$ cat config.mk
export PLATFORM = sky130hd
export DESIGN_NAME = voice_scheduler
export DESIGN_NICKNAME = d
export VERILOG_FILES = /design/src/rtl/voice_pkg.sv /design/src/rtl/voice_regfile.sv /design/src/rtl/voice_scheduler.sv
export SDC_FILE = /design/constraint.sdc
export NUM_CORES = 1
export LEC_CHECK = 0
export CAP_MARGIN = 20
export CELL_PAD_IN_SITES_DETAIL_PLACEMENT = 1
export CELL_PAD_IN_SITES_GLOBAL_PLACEMENT = 1
export CORE_MARGIN = 3
export CORE_UTILIZATION = 53
export CTS_CLUSTER_DIAMETER = 120
export DETAILED_ROUTE_END_ITERATION = 8
export DONT_BUFFER_PORTS = 1
export PLACE_DENSITY = 0.86
export SLEW_MARGIN = 40
export SYNTH_ARGS = -nofsm -noshare
export SYNTH_HDL_FRONTEND = slang
export SYNTH_HIERARCHICAL = 1
export SYNTH_SLANG_ARGS = --single-unit
$ cat constraint.sdc
create_clock -name clk -period 11.1 [get_ports clk]
set_input_delay 1.11 -clock clk [delete_from_list [all_inputs] [get_ports clk]]
set_output_delay 1.11 -clock clk [all_outputs]
set_load 0.01 [all_outputs]
$ cat src/rtl/voice_pkg.sv
// Shared constants for the voice scheduler: FSM encodings, config field codes
// and the fixed shifts applied to ROM data and to the final mix.
package voice_pkg;

  typedef logic [1:0] state_t;

  localparam state_t IDLE   = 2'd0;
  localparam state_t ISSUE  = 2'd1;
  localparam state_t DRAIN  = 2'd2;
  localparam state_t OUTPUT = 2'd3;

  localparam logic CFG_FREQ = 1'b0;
  localparam logic CFG_ENV  = 1'b1;

  localparam int ROM_SHIFT = 7;
  localparam int MIX_SHIFT = 16;

endpackage

$ cat src/rtl/voice_regfile.sv
// Per-voice frequency, envelope and phase storage with one config write port,
// two combinational read ports and a strobe that advances every phase at once.
module voice_regfile
  import voice_pkg::*;
#(
  parameter int NUM_VOICES = 8,
  parameter int PHASE_W    = 12,
  parameter int FREQ_W     = 16,
  parameter int ENV_W      = 8
) (
  input  logic                          clk,
  input  logic                          reset,
  input  logic                          wr_en,
  input  logic [$clog2(NUM_VOICES)-1:0] wr_voice,
  input  logic                          wr_field,
  input  logic [FREQ_W-1:0]             wr_data,
  input  logic                          advance,
  input  logic [$clog2(NUM_VOICES)-1:0] phase_idx,
  output logic [PHASE_W-1:0]            phase_rd,
  input  logic [$clog2(NUM_VOICES)-1:0] env_idx,
  output logic [ENV_W-1:0]              env_rd
);

  // Only the low PHASE_W bits of a frequency word ever reach the phase sum.
  logic [PHASE_W-1:0] freq_reg  [NUM_VOICES];
  logic [ENV_W-1:0]   env_reg   [NUM_VOICES];
  logic [PHASE_W-1:0] phase_reg [NUM_VOICES];
  logic [PHASE_W-1:0] phase_next [NUM_VOICES];
  logic               data_hi_unused;

  assign data_hi_unused = ^wr_data[FREQ_W-1:PHASE_W];

  for (genvar gi = 0; gi < NUM_VOICES; gi++) begin : g_advance
    assign phase_next[gi] = phase_reg[gi] + freq_reg[gi];
  end

  always_ff @(posedge clk or posedge reset) begin
    if (reset) begin
      for (int k = 0; k < NUM_VOICES; k++) begin
        freq_reg[k]  <= '0;
        env_reg[k]   <= '0;
        phase_reg[k] <= '0;
      end
    end else begin
      if (advance) begin
        for (int k = 0; k < NUM_VOICES; k++) begin
          phase_reg[k] <= phase_next[k];
        end
      end
      if (wr_en && wr_field == CFG_FREQ) freq_reg[wr_voice] <= wr_data[PHASE_W-1:0];
      if (wr_en && wr_field == CFG_ENV)  env_reg[wr_voice]  <= wr_data[ENV_W-1:0];
    end
  end

  assign phase_rd = phase_reg[phase_idx];
  assign env_rd   = env_reg[env_idx];

endmodule

$ cat src/rtl/voice_scheduler.sv
// Shares one wavetable ROM port across NUM_VOICES voices: each sample tick runs
// a frame that reads every voice, scales by its envelope and emits a saturated mix.
module voice_scheduler
  import voice_pkg::*;
#(
  parameter int NUM_VOICES = 8,
  parameter int PHASE_W    = 12,
  parameter int FREQ_W     = 16,
  parameter int SAMPLE_W   = 32,
  parameter int ENV_W      = 8,
  parameter int OUT_W      = 8,
  parameter int TICK_DIV   = 501
) (
  input  logic                          clk,
  input  logic                          reset,
  input  logic                          cfg_valid,
  output logic                          cfg_ready,
  input  logic [$clog2(NUM_VOICES)-1:0] cfg_voice,
  input  logic                          cfg_field,
  input  logic [FREQ_W-1:0]             cfg_data,
  output logic [PHASE_W-1:0]            rom_addr,
  input  logic [SAMPLE_W-1:0]           rom_data,
  output logic [OUT_W-1:0]              mix_out,
  output logic                          mix_valid,
  output logic                          busy
);

  localparam int IDX_W  = $clog2(NUM_VOICES);
  localparam int CNT_W  = $clog2(TICK_DIV);
  localparam int PROD_W = SAMPLE_W - ROM_SHIFT + ENV_W;
  localparam int ACC_W  = PROD_W + IDX_W;

  if (TICK_DIV < NUM_VOICES + 3) begin : g_tick_check
    $error("TICK_DIV must be at least NUM_VOICES+3");
  end

  state_t             state_reg;
  logic [IDX_W-1:0]   idx_reg;
  logic [ACC_W-1:0]   acc_reg;
  logic [CNT_W-1:0]   tick_count_reg;
  logic [PHASE_W-1:0] rom_addr_reg;
  logic [OUT_W-1:0]   mix_out_reg;
  logic               mix_valid_reg;

  logic               wrap_cycle;
  logic               cfg_accept;
  logic [IDX_W-1:0]   env_idx;
  logic [PHASE_W-1:0] phase_rd;
  logic [ENV_W-1:0]   env_rd;
  logic [PROD_W-1:0]  product;
  logic [OUT_W-1:0]   mix_sat;
  logic               rom_low_unused;

  assign wrap_cycle = (tick_count_reg == CNT_W'(TICK_DIV - 1));
  assign cfg_ready  = !reset && (state_reg == IDLE) && !wrap_cycle;
  assign cfg_accept = cfg_valid && cfg_ready;
  assign busy       = (state_reg != IDLE);

  // rom_data answers the address issued one cycle earlier, so the envelope
  // lags idx by one; in DRAIN idx has wrapped to 0 and this selects the last voice.
  assign env_idx = idx_reg - IDX_W'(1);

  assign rom_low_unused = ^rom_data[ROM_SHIFT-1:0];
  assign product = PROD_W'(rom_data[SAMPLE_W-1:ROM_SHIFT]) * PROD_W'(env_rd);
  assign mix_sat = (|acc_reg[ACC_W-1:MIX_SHIFT+OUT_W]) ? '1
                 : acc_reg[MIX_SHIFT+OUT_W-1:MIX_SHIFT];

  voice_regfile #(
    .NUM_VOICES(NUM_VOICES),
    .PHASE_W   (PHASE_W),
    .FREQ_W    (FREQ_W),
    .ENV_W     (ENV_W)
  ) u_regfile (
    .clk      (clk),
    .reset    (reset),
    .wr_en    (cfg_accept),
    .wr_voice (cfg_voice),
    .wr_field (cfg_field),
    .wr_data  (cfg_data),
    .advance  (state_reg == OUTPUT),
    .phase_idx(idx_reg),
    .phase_rd (phase_rd),
    .env_idx  (env_idx),
    .env_rd   (env_rd)
  );

  always_ff @(posedge clk or posedge reset) begin
    if (reset) begin
      state_reg      <= IDLE;
      idx_reg        <= '0;
      acc_reg        <= '0;
      tick_count_reg <= '0;
      rom_addr_reg   <= '0;
      mix_out_reg    <= '0;
      mix_valid_reg  <= 1'b0;
    end else begin
      tick_count_reg <= wrap_cycle ? '0 : tick_count_reg + CNT_W'(1);
      mix_valid_reg  <= 1'b0;
      case (state_reg)
        IDLE: begin
          if (wrap_cycle) begin
            state_reg <= ISSUE;
            idx_reg   <= '0;
            acc_reg   <= '0;
          end
        end
        ISSUE: begin
          rom_addr_reg <= phase_rd;
          if (idx_reg != '0) acc_reg <= acc_reg + ACC_W'(product);
          idx_reg <= idx_reg + IDX_W'(1);
          if (idx_reg == IDX_W'(NUM_VOICES - 1)) state_reg <= DRAIN;
        end
        DRAIN: begin
          acc_reg   <= acc_reg + ACC_W'(product);
          state_reg <= OUTPUT;
        end
        OUTPUT: begin
          mix_out_reg   <= mix_sat;
          mix_valid_reg <= 1'b1;
          state_reg     <= IDLE;
        end
        default: state_reg <= IDLE;
      endcase
    end
  end

  assign rom_addr  = rom_addr_reg;
  assign mix_out   = mix_out_reg;
  assign mix_valid = mix_valid_reg;

endmodule

==> out/summary.txt <==
antenna cells -> 0
Worst-Margin Slew -> 0.7907 ns
clk_lat worst skew -> 0.57 ns
max_cap viols -> 0
setup TNS -> 0 ns
Synth area leaders -> dfrtp_1, fa_1, mux2_2
Post-synth top flop -> dfrtp_1
Critical Path AT -> 8.41 ns
CTS Buffer Depth -> 3
DR pass1 iterations -> 5
vias in the first global route -> 21890
final setup vio count -> 0
Remaining DRCs -> 0
Max Fclk -> 125.4 MHz
total wire length -> 77110 um
fin crit share -> 0.7185
area share of the largest cell type after synthesis -> 0.3207
Power Internal -> 3724 uW
Iteration-0 DRC Markers -> 1287
core region area -> 47050 um^2
Flop pwr share -> 0.193
IO Pins -> 78
CTS tree -> built
kind of critical path -> flop to flop
slew margin rel. -> 0.4723
met3 WL -> 5078 um
Post-DP HPWL -> 54410 um
clk slew on worst S/H paths -> 0.06 ns
synth unique cells -> 74
die width -> 225.4 um
NumNets Final -> 2793
worst hold path class -> input pin to async pin
Buffers on Ports -> 0
Max Slew Vio Count -> 0
cts repair resizes -> 0
die area -> 50820 um^2
switching pwr -> 3458 uW
pre-CTS setup slack -> 3.280 ns
share of post-route cells with drive strength above 1 -> 0.1593
status -> complete, no violations
Root Buffer -> clkbuf_16
synth-to-layout area growth -> 7.011%
via count -> 19600
yosys warns -> 6
CP Capture Type -> flop
combinational share of power -> 0.627
highest metal used -> met4
initial antenna violation count -> 0
Worst Reg-to-Reg Cells -> 21
largest fanout on the critical path -> 28
gp weighted congestion -> 0.8794
Synth Instances -> 2445
Data required, critical path -> 11.53 ns
CTS sink cnt -> 327
M1 WL -> 30750 um
Mean Syn Cell Area -> 10.44 um^2
Synth Cell Area -> 25520 um^2
Mapped Nets -> 2833
post-CTS setup buffer count -> 0
GRT Util Overall -> 0.3098
dominant cell type by area after synthesis -> dfrtp_1
PD cells -> 263.0 nW/um^2
switch share -> 0.4815
via/cell ratio -> 6.442
Clk pwr share -> 0.180
RSZ-0062 raised after global routing -> no
post-synthesis sequential area ratio -> 0.3207
VDD IR max -> 0.2602 mV
Lkg Pwr -> 0.01313 uW
global-route wire length before repair -> 123300 um
Initial Utilization -> 0.5424
Tmin final -> 7.975 ns
number of flops mapped to enable cells by yosys -> 0
Post-synth ARST share -> 1.000
WL/cell -> 25.35 um
Remaining Overflow, GRT -> 0
DR WL met2 -> 38980 um
FF+latch count, synth -> 327
CTS buffer count -> 39
crit start category -> flop
H-tree depth -> 2
Die Height -> 225.4 um
endpoints failing hold -> 0
fillcell total -> 5088
largest net degree at the start of global routing -> 104
FP Rows -> 79
fin worst setup slack -> 3.125 ns
Routed Antenna Nets -> 0
CTS hold repair buffers -> 0
Final Skew -> 0.02103 ns
==> metal layers <==
metal	up-vias	GRT usage
li1	8423	-
met1	10320	0.3883
met2	672	0.5441
met3	181	0.05810
met4	0	0.09943
met5	-	0
==> layout make-up <==
type / count / area, um^2 / share of cell area
multi-input cells: 1744 / 15890 / 0.5819
clock buffers: 58 / 1169 / 0.04279
repair buffers: 14 / 140.1 / 0.005132
inverters: 279 / 1056 / 0.03867
flip-flops and latches: 327 / 8183 / 0.2997
clock inverters: 13 / 110.1 / 0.004032
well taps: 607 / 759.5 / 0.02781
==> final timing paths <==
path	from	endpoint	slack [ns]
setup reg to reg	idx_reg[0]	acc_reg[32]	3.12
min in group clk	acc_reg[17]	mix_out[1]	0.48
setup / recovery	idx_reg[0]	acc_reg[32]	3.12
max in group asynchronous	reset	u_regfile/env_reg[46]	9.30
hold / removal	reset	u_regfile/phase_reg[89]	0.39
hold reg to reg	acc_reg[17]	mix_out[1]	0.48
==> power groups by stage <==
stage                     Combinational [uW]  Clock [uW]  Sequential (uW)
after floorplan                         3230           0             1370
after global placement                  4100           0             1390
after detailed placement                4330           0             1400
after CTS                               4420        1310             1390
after global routing                    5020        1360             1400
final                                   4500        1290             1390
==> cell usage in the layout, fill, tap and decap left out, drive strengths merged, types with 16 or more instances in the layout <==
cell / synthesis / layout
nor3: 35 / 35
o21ai: 89 / 89
dfrtp: 327 / 327
nand3: 54 / 54
xnor2: 43 / 43
fa: 177 / 177
inv: 279 / 279
a21oi: 147 / 147
mux4: 40 / 40
clkbuf: 55 / 58
nand2: 183 / 183
nor2: 66 / 66
o211ai: 46 / 46
and2: 151 / 151
mux2: 244 / 244
a21o: 38 / 38
xor2: 24 / 24
and3: 16 / 16
o22ai: 17 / 17
o31ai: 19 / 19
nand4: 31 / 31
ha: 156 / 156
a31oi: 19 / 19
==> synthesized netlist by cell type, drive strengths merged, types with 43 or more instances <==
library cell and instances:
xnor2 43, o211ai 46, nor2 66, a21oi 147, nand2 183, ha 156
clkbuf 55, fa 177, and2 151, dfrtp 327, mux2 244, nand3 54
inv 279, o21ai 89
==> worst max-delay path, stage by stage, from the launching register on <==
cell and delay [ns]:
dfrtp_1 0.33, buf_4 0.48, inv_2 0.41, ha_1 0.40
inv_1 0.58, mux4_2 0.38, mux2_2 0.65, nand2_1 0.23
fa_1 0.58, inv_1 0.06, fa_1 0.49, fa_1 0.57
inv_1 0.06, fa_1 0.49, inv_1 0.05, ha_1 0.34
nand4_1 0.14, a21oi_2 0.32, o31ai_4 0.13, a211oi_2 0.60
nor3_1 0.14, or3b_1 0.39
==> through the flow <==
stage	hold slack, ns	area, um^2	util	std cells	power (uW)
after global placement	0.4563	25970	0.5520	2970	5487
after floorplan	0.4453	25520	-	2445	4608
final	0.3918	27310	0.5804	3042	7183
after global routing	0.4194	27310	0.5804	3042	7773
after detailed placement	0.4687	25990	0.5524	2970	5735
after CTS	0.4902	27270	0.5796	3041	7122
==> cells by family (layout without fill, tap and decap cells) <==
group / after synthesis / after routing / synth area share
AO/OA/AOI/OAI: 458 / 458 / 0.1159
XOR/XNOR: 67 / 67 / 0.02300
adder cells (fa/ha/maj): 333 / 333 / 0.2153
buffers and inverters: 374 / 364 / 0.05791
flip-flops: 327 / 327 / 0.3207
multiplexers: 285 / 285 / 0.1434
AND/OR/NAND/NOR: 601 / 601 / 0.1239
Power figures use the tool's default switching activity.
